--- src/rtl/automata_stream_ctrl.sv ---
// Stream controller: clears the STE array, feeds it one stream of 16-bit characters
// and queues every non-zero report vector with its character offset.
// Optional build macro RPT_DROP_EN: no FIFO backpressure; overflowing reports are counted.
module automata_stream_ctrl #(
  parameter int NUM_REPORTS = 2,
  parameter int OFFSET_W    = 32,
  parameter int FIFO_DEPTH  = 8
) (
  input  logic                            clock,
  input  logic                            reset,
  input  logic                            start,
  input  logic [OFFSET_W-1:0]             stream_len,
  input  logic                            in_valid,
  output logic                            in_ready,
  input  logic [15:0]                     in_data,
  output logic [15:0]                     char,
  output logic                            char_en,
  output logic                            array_clear,
  input  logic [NUM_REPORTS-1:0]          report_vec,
  output logic                            rpt_valid,
  input  logic                            rpt_ready,
  output logic [OFFSET_W+NUM_REPORTS-1:0] rpt_data,
  output logic                            busy,
  output logic                            done
`ifdef RPT_DROP_EN
  ,
  output logic [15:0]                     drop_count
`endif
);

  localparam int PTR_W   = (FIFO_DEPTH > 1) ? $clog2(FIFO_DEPTH) : 1;
  localparam int ENTRY_W = OFFSET_W + NUM_REPORTS;

  typedef enum logic [1:0] {
    S_IDLE,
    S_CLEAR,
    S_RUN,
    S_DRAIN
  } state_t;

  state_t              state_q, state_d;
  logic [OFFSET_W-1:0] len_q;
  logic [OFFSET_W-1:0] offset_q;
  logic                accept_start;
  logic                last_char;

  logic [ENTRY_W-1:0]  fifo_mem [FIFO_DEPTH];
  logic [PTR_W-1:0]    wr_ptr, rd_ptr;
  logic [PTR_W:0]      fifo_count;
  logic                fifo_full, fifo_empty;
  logic                has_report, push, pop;

  assign fifo_full  = (fifo_count == (PTR_W+1)'(FIFO_DEPTH));
  assign fifo_empty = (fifo_count == '0);

  // The array sees the host character directly; char_en alone decides whether it counts.
  assign char      = in_data;
`ifdef RPT_DROP_EN
  assign in_ready  = (state_q == S_RUN);
`else
  assign in_ready  = (state_q == S_RUN) && !fifo_full;
`endif
  assign char_en   = in_valid && in_ready;
  assign busy      = (state_q != S_IDLE);
  assign last_char = (offset_q == len_q - OFFSET_W'(1));

  assign has_report = |report_vec;
  assign pop        = rpt_valid && rpt_ready;
`ifdef RPT_DROP_EN
  logic drop;
  // A full FIFO that is popped this cycle still has room for the new entry.
  assign push = char_en && has_report && (!fifo_full || pop);
  assign drop = char_en && has_report && fifo_full && !pop;
`else
  assign push = char_en && has_report;
`endif

  assign rpt_valid = !fifo_empty;
  assign rpt_data  = fifo_empty ? '0 : fifo_mem[rd_ptr];

  // NOTE: every output of a combinational block gets a default first, so no path can infer a latch.
  always_comb begin
    state_d      = state_q;
    accept_start = 1'b0;
    array_clear  = 1'b0;
    done         = 1'b0;
    case (state_q)
      S_IDLE: begin
        if (start) begin
          accept_start = 1'b1;
          state_d      = S_CLEAR;
        end
      end
      S_CLEAR: begin
        array_clear = 1'b1;
        state_d     = (len_q != '0) ? S_RUN : S_DRAIN;
      end
      S_RUN: begin
        if (char_en && last_char) state_d = S_DRAIN;
      end
      S_DRAIN: begin
        if (fifo_empty) begin
          done    = 1'b1;
          state_d = S_IDLE;
        end
      end
      default: state_d = S_IDLE;
    endcase
  end

  always_ff @(posedge clock or posedge reset) begin
    if (reset) begin
      state_q  <= S_IDLE;
      len_q    <= '0;
      offset_q <= '0;
    end else begin
      state_q <= state_d;
      if (accept_start) begin
        len_q    <= stream_len;
        offset_q <= '0;
      end else if (char_en) begin
        offset_q <= offset_q + OFFSET_W'(1);
      end
    end
  end

  // Pointers are exactly log2(depth) wide, so they wrap without explicit compare.
  always_ff @(posedge clock or posedge reset) begin
    if (reset) begin
      wr_ptr     <= '0;
      rd_ptr     <= '0;
      fifo_count <= '0;
    end else begin
      if (push) wr_ptr <= wr_ptr + PTR_W'(1);
      if (pop)  rd_ptr <= rd_ptr + PTR_W'(1);
      case ({push, pop})
        2'b10:   fifo_count <= fifo_count + (PTR_W+1)'(1);
        2'b01:   fifo_count <= fifo_count - (PTR_W+1)'(1);
        default: fifo_count <= fifo_count;
      endcase
    end
  end

  // NOTE: storage is deliberately left unreset; the count gates every read, so stale words never escape.
  always_ff @(posedge clock) begin
    if (push) fifo_mem[wr_ptr] <= {offset_q, report_vec};
  end

`ifdef RPT_DROP_EN
  always_ff @(posedge clock or posedge reset) begin
    if (reset) begin
      drop_count <= '0;
    end else if (accept_start) begin
      drop_count <= '0;
    end else if (drop && (drop_count != 16'hFFFF)) begin
      drop_count <= drop_count + 16'd1;
    end
  end
`endif

endmodule

--- config.mk ---
export PLATFORM = sky130hd
export DESIGN_NAME = automata_stream_ctrl
export DESIGN_NICKNAME = d
export VERILOG_FILES = /design/src/rtl/automata_stream_ctrl.sv
export SDC_FILE = /design/constraint.sdc
export NUM_CORES = 1
export LEC_CHECK = 0
export BUFFER_PORTS_ARGS = -buffer_cell sky130_fd_sc_hd__buf_2
export CORE_MARGIN = 10
export CORE_UTILIZATION = 35
export DETAILED_ROUTE_END_ITERATION = 16
export GPL_ROUTABILITY_DRIVEN = 0
export GPL_TIMING_DRIVEN = 0
export SLEW_MARGIN = 40
export SYNTH_ARGS = -nofsm -noshare
export SYNTH_HDL_FRONTEND = slang
export SYNTH_SLANG_ARGS = --single-unit
--- constraint.sdc ---
create_clock -name clock -period 8.4 [get_ports clock]
set_clock_uncertainty 0.2 [all_clocks]
set_input_delay 0.42 -clock clock [delete_from_list [all_inputs] [get_ports clock]]
set_output_delay 0.42 -clock clock [all_outputs]
set_load 0.005 [all_outputs]
==> results.md <==
* Run status: completed
* Largest net degree at the start of global routing at 41
* Max-Cap Viols at 0
* DRT iter0 DRCs at 711
* Worst setup EP type: primary output
* Delay-heaviest family, CP: buffers and inverters
* Final core utilization at 42.7%
* Cell Pwr Density at 292 nW/µm²
* CP arrival at 3310 ps
* Final setup viols at 0
* Initial core utilization at 35.4%
* Post-Syn Nets at 1008
* Crit-path max FO at 10
* DR WL met3 at 1680 µm
* Row count at 76
* CP Buf/Inv Count at 4
* Slew margin rel. at 45.3%
* Power share of the clock group at 28.0%
* Yosys cell types at 66
* Worst-Skew Late Latency at 530 ps
* Vias in the first global route at 9142
* Gr usage total at 13.3%
* Syn Std Cell Area at 15200 µm²
* Num Clock Sinks at 348
* WL/cell at 19.8 µm
* Mapped Cells at 939
* CP max stage delay at 640 ps
* 1st-pass router iterations at 5
* DRT met1 WL at 15900 µm
* DR WL met2 at 17000 µm
* Ys Warns at 0
* Yosys reg bits at 348
* Post-synth EDFFs at 272
* H-tree depth at 2
* Post-DP HPWL at 25700 µm
* First-pass GRT wire length at 54500 µm
* Antenna violations before repair at 1
* Port Buf Inserts at 94
* RSZ-0062 raised after global routing: false
* Hold Fails Final Rpt at 0
* Clock Tree Root: clkbuf_16
* Net switching power at 1730 µW
* # resized after CTS at 0
* Syn_area_per_cell at 16.2 µm²
* Area growth, synth to finish at 20.6%
* Non-Filler Instances at 1774
* Cell breakdown of the critical path: clkbuf_1, clkbuf_1, clkbuf_1, mux4_2, mux2i_1, nor2_1, buf_2
* Highest routing layer actually used: met4
* Inst Count DP at 1676
* Most frequent CP cell: clkbuf_1
* Worst Max-Slew Pin Slew at 813 ps
* Max frequency at 254 MHz
* Die H at 228 µm
* Pint at 3630 µW
* Final ANT Viol Nets at 0
* Grt total ovfl at 0
* HP Class: input pin to register
* Share of flip-flops with an asynchronous set or reset at 21.8%
* CTS tree: done
* Ant diodes at 0
* DIE AREA at 52200 µm²
* Detailed-route via count at 8761
* CTS buffer count at 37
* WS Path Type: register to primary output
* Tcrit/Tclk final at 46.8%
* Commonest non-fill, non-tap cell in the layout: edfxtp_1
* Chip width at 228 µm
* # IOs at 111
* CP max-delay cell: clkbuf_1
* Final Max Tran Viols at 0
* Share of layout cells above drive strength 1 at 30.3%
* Final min period at 3930 ps
* Pleak at 0.00706 µW
* CP Data Required Time at 7780 ps
* Sequential share of power at 40.9%
* Final wirelength at 35200 µm
* DR vias/cell at 4.94
* Pwr Total at 5360 µW
* Sequential fraction of the synthesis area at 66.2%
* Layout net count at 1234
* Core area at 43000 µm²
* Ys flop type: edfxtp_1
* Clock slew at reported path FFs at 60 ps
* Maximum VDD drop at 225 µV
* Comb pwr share at 31.0%
* Most frequent cells in the layout: edfxtp_1, buf_2, dfrtp_1, nor2_1, mux4_2
* Clock tree buffer depth at 3
* Total Neg Setup Slack at 0 ps
* DRC Markers at 0
* Startpoint Class: register
* Net Sw Frac at 32.3%
[what timing repair did]
item	in CTS	in global routing
hold buffers	35	0
buffers inserted	0	0
endpoints found under the hold margin	84	0
[stage by stage]
step                hold WS [ps]  worst slack (ps)  cell area [µm²]
floorplan                    256              2800            15200
global placement             276             -1530            16400
detailed placement           239              4760            16900
CTS                          176              4370            18300
global route                 224              4300            18300
finish                       186              4470            18300
[layer usage]
layer  GRT usage [%]  up-vias
met5               0        -
met4            3.23        0
met3            2.20       44
met2            21.9      203
met1            18.1     4443
li1                -     4071
[power by group through the flow]
stage	Sequential [µW]	Combinational [µW]	Clock (µW)
2_1_floorplan	2170	1180	0
3_3_place_gp	2230	1650	0
3_5_place_dp	2230	1700	0
4_1_cts	2190	1720	1540
5_1_grt	2220	1850	1610
6_report	2190	1660	1500
[layout make-up]
class	instances	area (µm²)
fill	3931	24600
sequential	348	10100
multi-input combinational	514	4830
timing repair buffer	187	1220
clock buffer	49	1000
tap	585	732
buffer	58	312
clock inverter	14	104
inverter	19	76.3
[cell families (layout without fill, tap and decap cells)]
logic type / after synthesis / after routing / share of synthesized area [%]
buf+inv: 77 / 327 / 2.43
xor+xnor: 69 / 69 / 3.97
flops: 348 / 348 / 66.2
mux: 134 / 134 / 14.7
fa+ha+maj: 14 / 14 / 1.20
compound gates: 60 / 60 / 2.92
simple gates: 237 / 237 / 8.62
[path summary, 6_finish.rpt]
kind / startpoint / end / slack, ps / cells after the start
hold / removal: in_valid / offset_q[2] / 190 / 4
setup reg to reg: state_q[0] / fifo_mem[4][23] / 4820 / 10
hold reg to reg: fifo_count[3] / fifo_count[3] / 310 / 1
min in group asynchronous: reset / len_q[4] / 230 / 3
max in group asynchronous: reset / offset_q[29] / 7220 / 4
setup / recovery: rd_ptr[1] / rpt_data[30] / 4470 / 7
[flip-flops by register name, summed over array words and instances (netlist names)]
name and cells:
fifo_mem 272, len_q 32, offset_q 32, fifo_count 4, rd_ptr 3, wr_ptr 3, state_q 2
[cell usage after synthesis, types with 4 or more instances]
cell type	count	share of area (%)
edfxtp_1	272	54
dfrtp_1	76	13
nor2_1	76	1.9
mux4_2	68	10
xnor2_1	40	2.3
mux2i_1	37	2.4
nand2_1	30	0.74
mux2_2	29	2.1
xor2_1	29	1.7
clkbuf_1	26	0.64
inv_1	18	0.44
o21ai_0	18	0.59
or3_1	18	0.74
buf_4	17	0.84
nand4_1	16	0.66
nor3_1	15	0.49
nor4_1	14	0.58
a21oi_1	13	0.43
ha_1	13	1.1
buf_1	12	0.30
nand3_1	12	0.39
and2_1	7	0.29
and4_1	7	0.40
and3_1	6	0.25
a31oi_1	4	0.16
nand2b_1	4	0.16
nor2b_1	4	0.16
or4_1	4	0.20
[worst register-to-register path, cell delays in order (launching register included)]
cell	delay [ps]
dfrtp_1	410
inv_1	150
ha_1	260
nand3_1	260
nor2_1	340
inv_1	220
nor4b_2	580
buf_2	290
buf_2	190
buf_2	200
buf_2	190
Note: power is estimated with default switching activity, not from simulation.
